## src/rtl/piso_pkg.sv

```systemverilog
// Shared types and constants for the piso_shift_tx serial transmitter.
// PISO_PARITY_EN adds one even-parity bit per frame.
package piso_pkg;

  typedef enum logic {
    IDLE  = 1'b0,
    SHIFT = 1'b1
  } state_t;

  localparam int WIDTH_DEF = 8;

  // Bits on the wire per accepted word.
  function automatic int frame_len(input int width);
`ifdef PISO_PARITY_EN
    return width + 1;
`else
    return width;
`endif
  endfunction

endpackage

```

## src/rtl/piso_bit_counter.sv

```systemverilog
// Loadable down-counter that tracks the remaining bits of a frame.
// Latency 1 cycle from load/enable to count; zero flags the last-bit cycle.
module piso_bit_counter #(
  parameter int WIDTH = 8,
  parameter int CW    = $clog2(WIDTH + 1)
) (
  input  logic          Clock,
  input  logic          Reset,
  input  logic          load,
  input  logic          enable,
  input  logic [CW-1:0] init,
  output logic [CW-1:0] count,
  output logic          zero
);

  assign zero = (count == '0);

  // Holds at zero so an idle transmitter never wraps the count.
  always_ff @(posedge Clock) begin
    if (Reset) begin
      count <= '0;
    end else if (load) begin
      count <= init;
    end else if (enable && !zero) begin
      count <= count - CW'(1);
    end
  end

endmodule

```

## src/rtl/piso_shift_tx.sv

```systemverilog
// Parallel-in serial-out transmitter, MSB first; first bit one cycle after accept.
// Ready only when idle or on the last bit, so back-to-back words stream gap-free; PISO_PARITY_EN appends even parity.
module piso_shift_tx
  import piso_pkg::*;
#(
  parameter int WIDTH = WIDTH_DEF
) (
  input  logic             Clock,
  input  logic             Reset,
  input  logic [WIDTH-1:0] PI,
  input  logic             Load,
  output logic             Ready,
  output logic             SO,
  output logic             SOValid,
  output logic             Done
);

  localparam int              FRAME    = frame_len(WIDTH);
  localparam int              CW       = $clog2(WIDTH + 1);
  localparam logic [CW-1:0]   LAST_IDX = CW'(FRAME - 1);

  state_t           state;
  logic [WIDTH-1:0] shreg;
  logic [CW-1:0]    cnt_unused;
  logic             zero;
  logic             last;
  logic             accept;

  assign last    = (state == SHIFT) && zero;
  assign Ready   = (state == IDLE) || last;
  assign accept  = Load && Ready;
  assign SOValid = (state == SHIFT);
  assign Done    = last;

  piso_bit_counter #(
    .WIDTH (WIDTH),
    .CW    (CW)
  ) u_cnt (
    .Clock  (Clock),
    .Reset  (Reset),
    .load   (accept),
    .enable (state == SHIFT),
    .init   (LAST_IDX),
    .count  (cnt_unused),
    .zero   (zero)
  );

`ifdef PISO_PARITY_EN
  logic parity;

  // Parity rides in the counter-zero slot after the data bits.
  assign SO = SOValid && (zero ? parity : shreg[WIDTH-1]);

  always_ff @(posedge Clock) begin
    if (Reset) begin
      parity <= 1'b0;
    end else if (accept) begin
      parity <= ^PI;
    end
  end
`else
  assign SO = SOValid && shreg[WIDTH-1];
`endif

  always_ff @(posedge Clock) begin
    if (Reset) begin
      state <= IDLE;
      shreg <= '0;
    end else if (accept) begin
      state <= SHIFT;
      shreg <= PI;
    end else if (state == SHIFT) begin
      shreg <= {shreg[WIDTH-2:0], 1'b0};
      if (zero) begin
        state <= IDLE;
      end
    end
  end

endmodule

```

## config.mk

```make
export PLATFORM = sky130hd
export DESIGN_NAME = piso_shift_tx
export DESIGN_NICKNAME = d
export VERILOG_FILES = /design/src/rtl/piso_pkg.sv /design/src/rtl/piso_bit_counter.sv /design/src/rtl/piso_shift_tx.sv
export SDC_FILE = /design/constraint.sdc
export NUM_CORES = 1
export LEC_CHECK = 0
export BUFFER_PORTS_ARGS = -buffer_cell sky130_fd_sc_hd__buf_2
export CAP_MARGIN = 20
export CORE_UTILIZATION = 50
export CTS_CLUSTER_SIZE = 12
export DETAILED_ROUTE_END_ITERATION = 8
export PLACE_DENSITY_LB_ADDON = 0.05
export SETUP_SLACK_MARGIN = 0.4
export SYNTH_ARGS = -nofsm -noshare
export SYNTH_HDL_FRONTEND = slang
export SYNTH_HIERARCHICAL = 1
export SYNTH_SLANG_ARGS = --single-unit
```

## constraint.sdc

```tcl
create_clock -name Clock -period 2.4 [get_ports Clock]
set_clock_uncertainty 0.15 [all_clocks]
set_input_delay 0.24 -clock Clock [delete_from_list [all_inputs] [get_ports Clock]]
set_output_delay 0.24 -clock Clock [all_outputs]
set_load 0.05 [all_outputs]
```

==> results.yml, run 1 <==
setup_path:
  criticalPathCategory: "register to primary output"
  crit_arrival_ps: 1560
  worstPathRequired_ps: 2010
  crit_path_start_kind: "register"
  cp-end-kind: "primary output"
  cp_max_fo: 3
pwr:
  p_leak_nw: 0.387
  vdd.ir_drop.worst_mv: 0.463
  p_per_area_nw_per_um2: 639
global_route:
  overflow: 0
  grt_max_degree: 20
  grt_pass1_vias: 534
  grt_first_pass_wirelength_um: 2330
  antenna_found_initial: 0
  grtUsageTotal_pct: 21.7
sta:
  period_share_pct: 81.5
  finalWorstSetupSlack_ps: 445
  fin_crit_ps: 1950
  setup_viol: 0
  finalSetupTns_ps: 0
  slew_viol_final: 0
  rsz0062_at_grt: "yes"
  hold_viol: 0
  max_freq_mhz: 512
floorplanning:
  design.core.area_um2: 1330
  fp-row-count: 13
  die_w_um: 40.5
  io_pins: 15
  die_y_um: 40.5
  start_util_pct: 55.4
  die_area_um2: 1640
finish:
  nNetsFinal: 121
  fin_util_pct: 71.6
  drive_gt1_share_pct: 40.7
  n_antenna_cell: 0
  n_fill_cell: 121
  synthToLayoutAreaGrowth_pct: 29.1
flow_run:
  maxCapViolCount: 0
yosys:
  postSynthCellCount: 84
  yosys-top-cells-area: "dfxtp_1, a211oi_1, nor2_1"
  synth_top_area_share_pct: 35.2
  synth_area_um2: 739
  avgSynthCellArea_um2: 8.80
  synth_cell_type_count: 30
  synth-seq-cells: 13
  synth_warnings: 6
  yosys.area.top_type: "dfxtp_1"
  synth_seq_area_share_pct: 35.2
clock_tree:
  cts_sinks: 13
  cts_max_level: 1
  hold_buffers: 0
  clock_latency_ps: 270
  cts_tree: "done"
  cts_root_buf: "clkbuf_4"
  cts_buffers: 3
  clk_pin_slew_ps: 80
  clockBufferDepth: 2
route:
  firstDrtPassIters: 4
  final_antenna_net_count: 0
  vias: 681
  routed_wl_um: 1690
  wire_per_inst_um: 13.7
  drc: 0
  drtIter0Drc: 20
  via_per_inst: 5.54
placed_design:
  gp_congestion: 0.771
  port_buffers: 14
  post-dp-hpwl_um: 1000
  pre_cts_ws_ps: 368
worst_hold_path:
  hold_class: "primary input to register"
run_status:
  status: "finished clean"
==> metrics by stage <==
stage	instances	hold WS [ps]	power [mW]	instance area, µm²
2_1_floorplan	86	162	0.403	776
3_3_place_gp	111	328	0.431	841
3_5_place_dp	111	332	0.437	841
4_1_cts	116	84.3	0.584	893
5_1_grt	123	99.4	0.647	955
6_report	123	90.0	0.610	955
==> registers in the layout, indices dropped and copies added (netlist names) <==
name         flops
SOValid          1
shreg            8
u_cnt/count      4
==> logic make-up after synthesis <==
| family | share of synthesized area [%] |
|---|---|
| AND/OR/NAND/NOR | 35.5 |
| AO/OA/AOI/OAI | 17.8 |
| flip-flops | 35.2 |
| buffers and inverters | 7.44 |
| other | 1.02 |
| multiplexers | 1.35 |
| adder cells (fa/ha/maj) | 1.69 |
==> layout make-up <==
| cell class | instances | area (µm²) | share of cell area, % |
|---|---|---|---|
| clock buffers | 4 | 26.3 | 2.75 |
| well taps | 15 | 18.8 | 1.97 |
| repair buffers | 23 | 158 | 16.5 |
| inverters | 5 | 36.3 | 3.80 |
| multi-input cells | 63 | 452 | 47.3 |
| flip-flops and latches | 13 | 264 | 27.7 |
==> power breakdown <==
part,leakage (nW),switching (mW),internal (mW)
logic,0.264,0.117,0.102
clock network,0.0150,0.0674,0.0643
registers,0.109,0.0203,0.239
total,0.387,0.204,0.405
==> worst paths after layout <==
kind,startpoint,end,slack [ps],depth (start not counted)
hold / removal,PI[0],shreg[0],90,3
setup / recovery,u_cnt/count[0],Done,450,6
setup reg to reg,u_cnt/count[1],u_cnt/count[1],450,10
hold reg to reg,shreg[7],shreg[7],340,2
==> critical path, stage by stage, from the launching register on <==
cell,delay [ps]
dfxtp_2,330
inv_2,90
ha_4,140
or3b_4,390
inv_4,80
and2_4,140
buf_8,140
==> what timing repair did <==
| item | 4_1_cts | 5_1_grt |
|---|---|---|
| setup endpoints to repair | 4 | 5 |
| setup buffers | 1 | 7 |
| gates cloned | 0 | 0 |
| gates resized for setup | 6 | 5 |
| pin swaps | 0 | 1 |
==> cells in the mapped netlist, drive strengths merged <==
library cell / instances
a32oi: 1
or3b: 1
nor4b: 1
nand4b: 1
a2111oi: 1
ha: 1
mux2i: 1
nand2: 3
conb: 2
inv: 5
buf: 4
nor2: 16
a311o: 1
nor4: 7
or2: 1
nor2b: 1
a21o: 1
dfxtp: 13
a211oi: 8
nand3: 1
a311oi: 2
and2: 3
clkbuf: 1
nor3: 1
nor3b: 7
==> routing by layer <==
| layer | global-route usage [%] | share of wire (%) |
|---|---|---|
| met1 | 29.4 | 45 |
| met2 | 32.1 | 48 |
| met3 | 8.33 | 4.7 |
| met4 | 5.00 | 2.3 |
| met5 | 0 | 0 |
==> layout by cell type (no fill, tap or decap), types with 3 or more instances in the layout <==
cell	Yosys	layout
a211oi_1	8	8
buf_2	1	12
buf_4	1	9
clkbuf_4	0	3
conb_1	2	4
dfxtp_1	13	10
dfxtp_2	0	3
nand2_1	3	3
nor2_1	15	15
nor3b_1	7	7
nor4_1	7	7
(Power assumes the default switching activity.)
==> inputs of run 2 (changes only) <==
ABC_AREA = 1   (was unset)
CORE_ASPECT_RATIO = 1.25   (was unset)
CORE_UTILIZATION = 47   (was 50)
clock period = 1.6 ns   (was 2.4 ns; I/O delays follow)
==> run 2 against run 1 <==
  * Flip-flop and latch count did not move
  * Global-route usage rose by 0.10 points
  * Critical path depth rose by 4
  * Largest power group is now combinational logic
  * Non-clock buffer count rose by 9
  * Worst setup slack got worse by 440 ps
  * Cell area rose by 28%
  * Sequential power rose by 53%
  * Clock-buffer cell count did not move
  * Area after synthesis rose by 8.0%
  * First-iteration DRC count fell by 55%
  * Total power rose by 97%
  * Die area rose by 14%
  * Critical endpoint is now u_cnt/count[3]
==> results.yml, run 2 <==
run_status:
  status: "finished clean"
finish:
  synthToLayoutAreaGrowth_pct: 53.6
  design_area_um2: 1230
  fin_util_pct: 77.5
  largest-register: "shreg"
  n_fill_cell: 121
  final_common_cell: "nor2_1"
  drive_gt1_share_pct: 44.8
  multi_input_area_um2: 510
  n_antenna_cell: 0
  final_cell_mix: "nor2_1, nand2_1, inv_1"
  register_area_um2: 267
  largest_reg_flops: 8
  nNetsFinal: 167
setup_path:
  crit_arrival_ps: 1620
  cp_max_fo: 7
  cpPeakStageDelay_ps: 330
  criticalPathCategory: "register to register"
  crit_chain: "inv_2, ha_4, nand3_4, inv_4, inv_6, a21oi_4, inv_4, or2_0, nand3_1, a21oi_2"
  crit_path_start_kind: "register"
  cp-end-kind: "register"
  cpMaxStageDelayCell: "dfxtp_2"
  worstPathRequired_ps: 1620
  cp_common_cell: "inv_4"
global_route:
  overflow: 0
  grtUsageTotal_pct: 21.8
  grt_max_degree: 15
  antenna_found_initial: 0
  grt_first_pass_wirelength_um: 2770
  grt_pass1_vias: 697
route:
  drc: 0
  via_per_inst: 4.84
  routed_wl_um: 1950
  vias: 833
  wire_per_inst_um: 11.4
  final_antenna_net_count: 0
  firstDrtPassIters: 4
  drtIter0Drc: 9
yosys:
  yosys.cell_count.top_type: "nor2_1"
  synth_area_um2: 798
  yosys-top-cells-area: "dfxtp_1, nor2_1, nand2_1"
  synth_top_area_share_pct: 32.6
  postSynthCellCount: 120
  synth_seq_area_share_pct: 32.6
  synth_edf_count: 0
  async_flop_share_pct: 0
  avgSynthCellArea_um2: 6.65
  yosys.area.top_type: "dfxtp_1"
  synthTopCellsByCount: "nor2_1, nand2_1, inv_1"
  synth_cell_type_count: 22
  synth_ff_type: "dfxtp_1"
  synth_warnings: 6
  synth-seq-cells: 13
clock_tree:
  clk_pin_slew_ps: 80
  cts_tree: "done"
  cts_sinks: 13
  clockBufferDepth: 2
  clock_latency_ps: 270
  cts_buffers: 3
  cts_max_level: 1
  cts_root_buf: "clkbuf_4"
floorplanning:
  fp-row-count: 16
  die_y_um: 48.1
  io_pins: 15
  start_util_pct: 50.5
  design.core.area_um2: 1580
  die_w_um: 38.9
  die_area_um2: 1870
placed_design:
  post-dp-hpwl_um: 1150
  gp_congestion: 0.690
  pre_cts_ws_ps: 15.8
  placed_area_um2: 940
  port_buffers: 14
flow_run:
  maxCapViolCount: 0
worst_hold_path:
  hold_class: "primary input to register"
sta:
  period_share_pct: 99.6
  finalWorstSetupSlack_ps: 5.66
  rsz0062_at_grt: "yes"
  hold_viol: 0
  whs_ps: 32.4
  fin_crit_ps: 1590
  slew_viol_final: 0
  max_freq_mhz: 627
  setup_viol: 0
pwr:
  power_mw: 1.20
  vdd.ir_drop.worst_mv: 0.542
  p_leak_nw: 0.566
  p_per_area_nw_per_um2: 978
-- run 2: cell count changes after synthesis, sizes merged, moves of 2 or more --
cell,before,now
nand3,1,11
o21ai,0,10
nor4,7,0
a211oi,8,0
inv,5,20
nand2,3,22
nor3b,7,0
and2,3,0
a311oi,2,0
a21oi,0,12
nor2,16,21
-- run 2: cells by family (layout without fill, tap and decap cells) --
| kind of cell | count (synthesis) | after routing | synth area share [%] |
|---|---|---|---|
| compound gates | 23 | 23 | 18.3 |
| xor+xnor | 1 | 1 | 1.10 |
| fa+ha+maj | 1 | 1 | 1.57 |
| buf+inv | 25 | 57 | 14.4 |
| flops | 13 | 13 | 32.6 |
| other cells | 2 | 4 | 0.941 |
| simple gates | 55 | 55 | 31.0 |
-- run 2: worst paths after layout --
check / from / endpoint / slack [ps] / depth (start not counted)
max: u_cnt/count[0] / u_cnt/count[3] / 6 / 10
min: Load / shreg[0] / 30 / 4
min reg2reg: shreg[0] / shreg[0] / 330 / 2
max reg2reg: u_cnt/count[0] / u_cnt/count[3] / 6 / 10
-- run 2: critical path, delay by kind of cell (launching register included) --
kind	cells	cell delay, ps
AO/OA/AOI/OAI	2	230
AND/OR/NAND/NOR	3	360
buffers and inverters	4	270
flip-flops	1	330
adder cells (fa/ha/maj)	1	140
-- run 2: layout make-up --
cell class | count | area share, %
multi-input cells | 84 | 41.6
inverters | 21 | 7.96
flip-flops and latches | 13 | 21.7
clock buffers | 4 | 2.14
repair buffers | 32 | 24.7
well taps | 18 | 1.84
-- run 2: what timing repair did --
item,4_1_cts,5_1_grt
resized for setup,17,16
setup buffers,8,4
hold buffers,2,0
pin swaps,6,11
hold endpoints to repair,3,0
cloned,0,1
setup endpoints to repair,17,17
-- run 2: metrics by stage --
step                      setup TNS, ps  instances
after floorplan                       0        122
after global placement                0        153
after detailed placement              0        153
after CTS                             0        167
after global routing               -248        172
final                                 0        172
-- run 2: power breakdown --
part	leakage, nW	switching [mW]	internal, mW
logic	0.442	0.317	0.278
registers	0.109	0.0321	0.365
clock network	0.0150	0.111	0.0966
-- run 2: layer usage --
metal | wire length [µm] | vias up | global-route usage (%)
met3 | 28 | 2 | 2.79
met1 | 838 | 382 | 24.4
met2 | 1070 | 8 | 40.3
met4 | 14 | 0 | 10.3
met5 | 0 | - | 0
li1 | - | 441 | -
==> inputs of run 3 (changes only) <==
REMOVE_ABC_BUFFERS = 1   (was unset)
==> run 3 against run 2 <==
  * Worst hold slack lost 78 ps
  * The flow now finishes with violations (hold timing)
  * Sequential power shrank 3%
  * Global-route usage grew 0.67 points
  * Highest routed layer unchanged
  * Critical endpoint unchanged
==> results.yml, run 3 (synthesis gave the netlist of run 2 again) <==
sta:
  slew_viol_final: 0
  finalWorstSetupSlack_ps: 11.7
  rsz0062_at_grt: "yes"
  max_freq_mhz: 630
  fin_crit_ps: 1590
  finalSetupTns_ps: 0
  period_share_pct: 99.3
  hold_viol: 3
  whs_ps: -46.0
  setup_viol: 0
clock_tree:
  cts_buffers: 3
  clockBufferDepth: 2
  cts_tree: "done"
  cts_root_buf: "clkbuf_4"
  cts_max_level: 1
  cts_sinks: 13
  clk_pin_slew_ps: 80
  clock_latency_ps: 270
setup_path:
  criticalPathCategory: "register to register"
  worst-path-buf-inv: 4
  cp_common_cell: "inv_4"
  cp-end-kind: "register"
  crit_arrival_ps: 1610
  worstPathRequired_ps: 1620
  cp_top_family: "simple AND/OR/NAND/NOR gates"
  cpPeakStageDelay_ps: 330
  crit_chain: "inv_2, ha_4, nand3_4, inv_4, inv_4, a21oi_4, inv_4, or2_0, nand3_1, a21oi_2"
  cpMaxStageDelayCell: "dfxtp_2"
  cp_max_fo: 6
  crit_path_start_kind: "register"
placed_design:
  post-dp-hpwl_um: 1250
  pre_cts_ws_ps: -135
  post-place-cells: 162
  port_buffers: 14
  gp_congestion: 0.701
route:
  drc: 0
  routed_wl_um: 1910
  vias: 828
  wire_per_inst_um: 11.0
  firstDrtPassIters: 4
  drtIter0Drc: 12
  final_antenna_net_count: 0
  via_per_inst: 4.76
global_route:
  overflow: 0
  grt_pass1_vias: 692
  grtUsageTotal_pct: 22.5
  grt_max_degree: 15
  antenna_found_initial: 0
  grt_first_pass_wirelength_um: 2820
finish:
  drive_gt1_share_pct: 44.9
  final_common_cell: "nor2_1"
  final_cell_mix: "nor2_1, nand2_1, buf_4"
  nNetsFinal: 169
  n_antenna_cell: 0
  fin_util_pct: 74.8
  synthToLayoutAreaGrowth_pct: 48.1
  largest_reg_flops: 8
  largest-register: "shreg"
  stdcell_count: 174
pwr:
  intPower_mw: 0.737
  p_leak_nw: 0.585
  p_sw_share_pct: 37.7
  vdd.ir_drop.worst_mv: 0.636
  clkPwrFrac_pct: 17.5
  p_switching_mw: 0.446
  pwr-share-seq_pct: 32.7
  power_frac_comb_pct: 49.8
  p_per_area_nw_per_um2: 1000
floorplanning:
  start_util_pct: 50.5
  fp-row-count: 16
  die_w_um: 38.9
  design.core.area_um2: 1580
  io_pins: 15
  die_area_um2: 1870
  die_y_um: 48.1
worst_hold_path:
  hold_class: "primary input to register"
run_status:
  status: "finished, violations left"
  violations: "hold timing"
flow_run:
  maxCapViolCount: 0
[run 3: cell count changes in the layout (fill, tap and decap cells not counted), sizes merged]
cell,delta
clkbuf,-1
dlygate4sd3,-2
inv,+2
buf,+5
clkinvlp,-2
[run 3: worst register-to-register path: cells and delay by family, from the launching register on]
family,cells,cell delay (ps)
AOI/OAI and AO/OA,2,200
buffers and inverters,4,260
DFF,1,330
adders and majority gates,1,140
and+or+nand+nor,3,400
[run 3: per-stage QoR]
step           power (mW)  hold slack, ps  cell area (µm²)
2_1_floorplan       0.648            72.4              771
3_3_place_gp        0.785             243              953
3_5_place_dp        0.794             243              953
4_1_cts              1.13           -55.5             1130
5_1_grt              1.26           -47.7             1180
6_report             1.18           -46.0             1180
[run 3: final cells by class]
cell class / count / area [µm²]
clock buffer: 4 / 26.3
fill: 118 / 399
inverter: 21 / 87.6
multi-input combinational: 84 / 499
sequential: 13 / 264
tap: 18 / 22.5
timing repair buffer: 34 / 283
[run 3: final timing paths]
path / from / end / slack, ps / cells past startpoint
max: u_cnt/count[0] / u_cnt/count[3] / 10 / 10
min: Reset / u_cnt/count[3] / -50 / 2
max reg2reg: u_cnt/count[0] / u_cnt/count[3] / 10 / 10
min reg2reg: shreg[0] / shreg[0] / 340 / 2
[run 3: what timing repair did]
action	4_1_cts	5_1_grt
endpoints found under the hold margin	3	3
resized for setup	33	9
setup buffers	6	2
endpoints found under the setup margin	17	17
pin swaps	7	8
[run 3: power groups by stage]
stage                     sequential [mW]  clock (mW)  combinational (mW)
after floorplan                     0.400           0               0.248
after global placement              0.389           0               0.396
after detailed placement            0.391           0               0.404
after CTS                           0.386       0.215               0.530
after global routing                0.391       0.232               0.638
final                               0.387       0.207               0.589
[run 3: per-layer routing]
layer,vias to the layer above,share of wire [%],wire length (µm),track usage (%)
li1,440,-,-,-
met2,11,56,1080,44.0
met3,4,1.7,33,2.79
met5,-,0,0,0
met1,373,40,770,23.2
met4,0,1.4,26,10.3
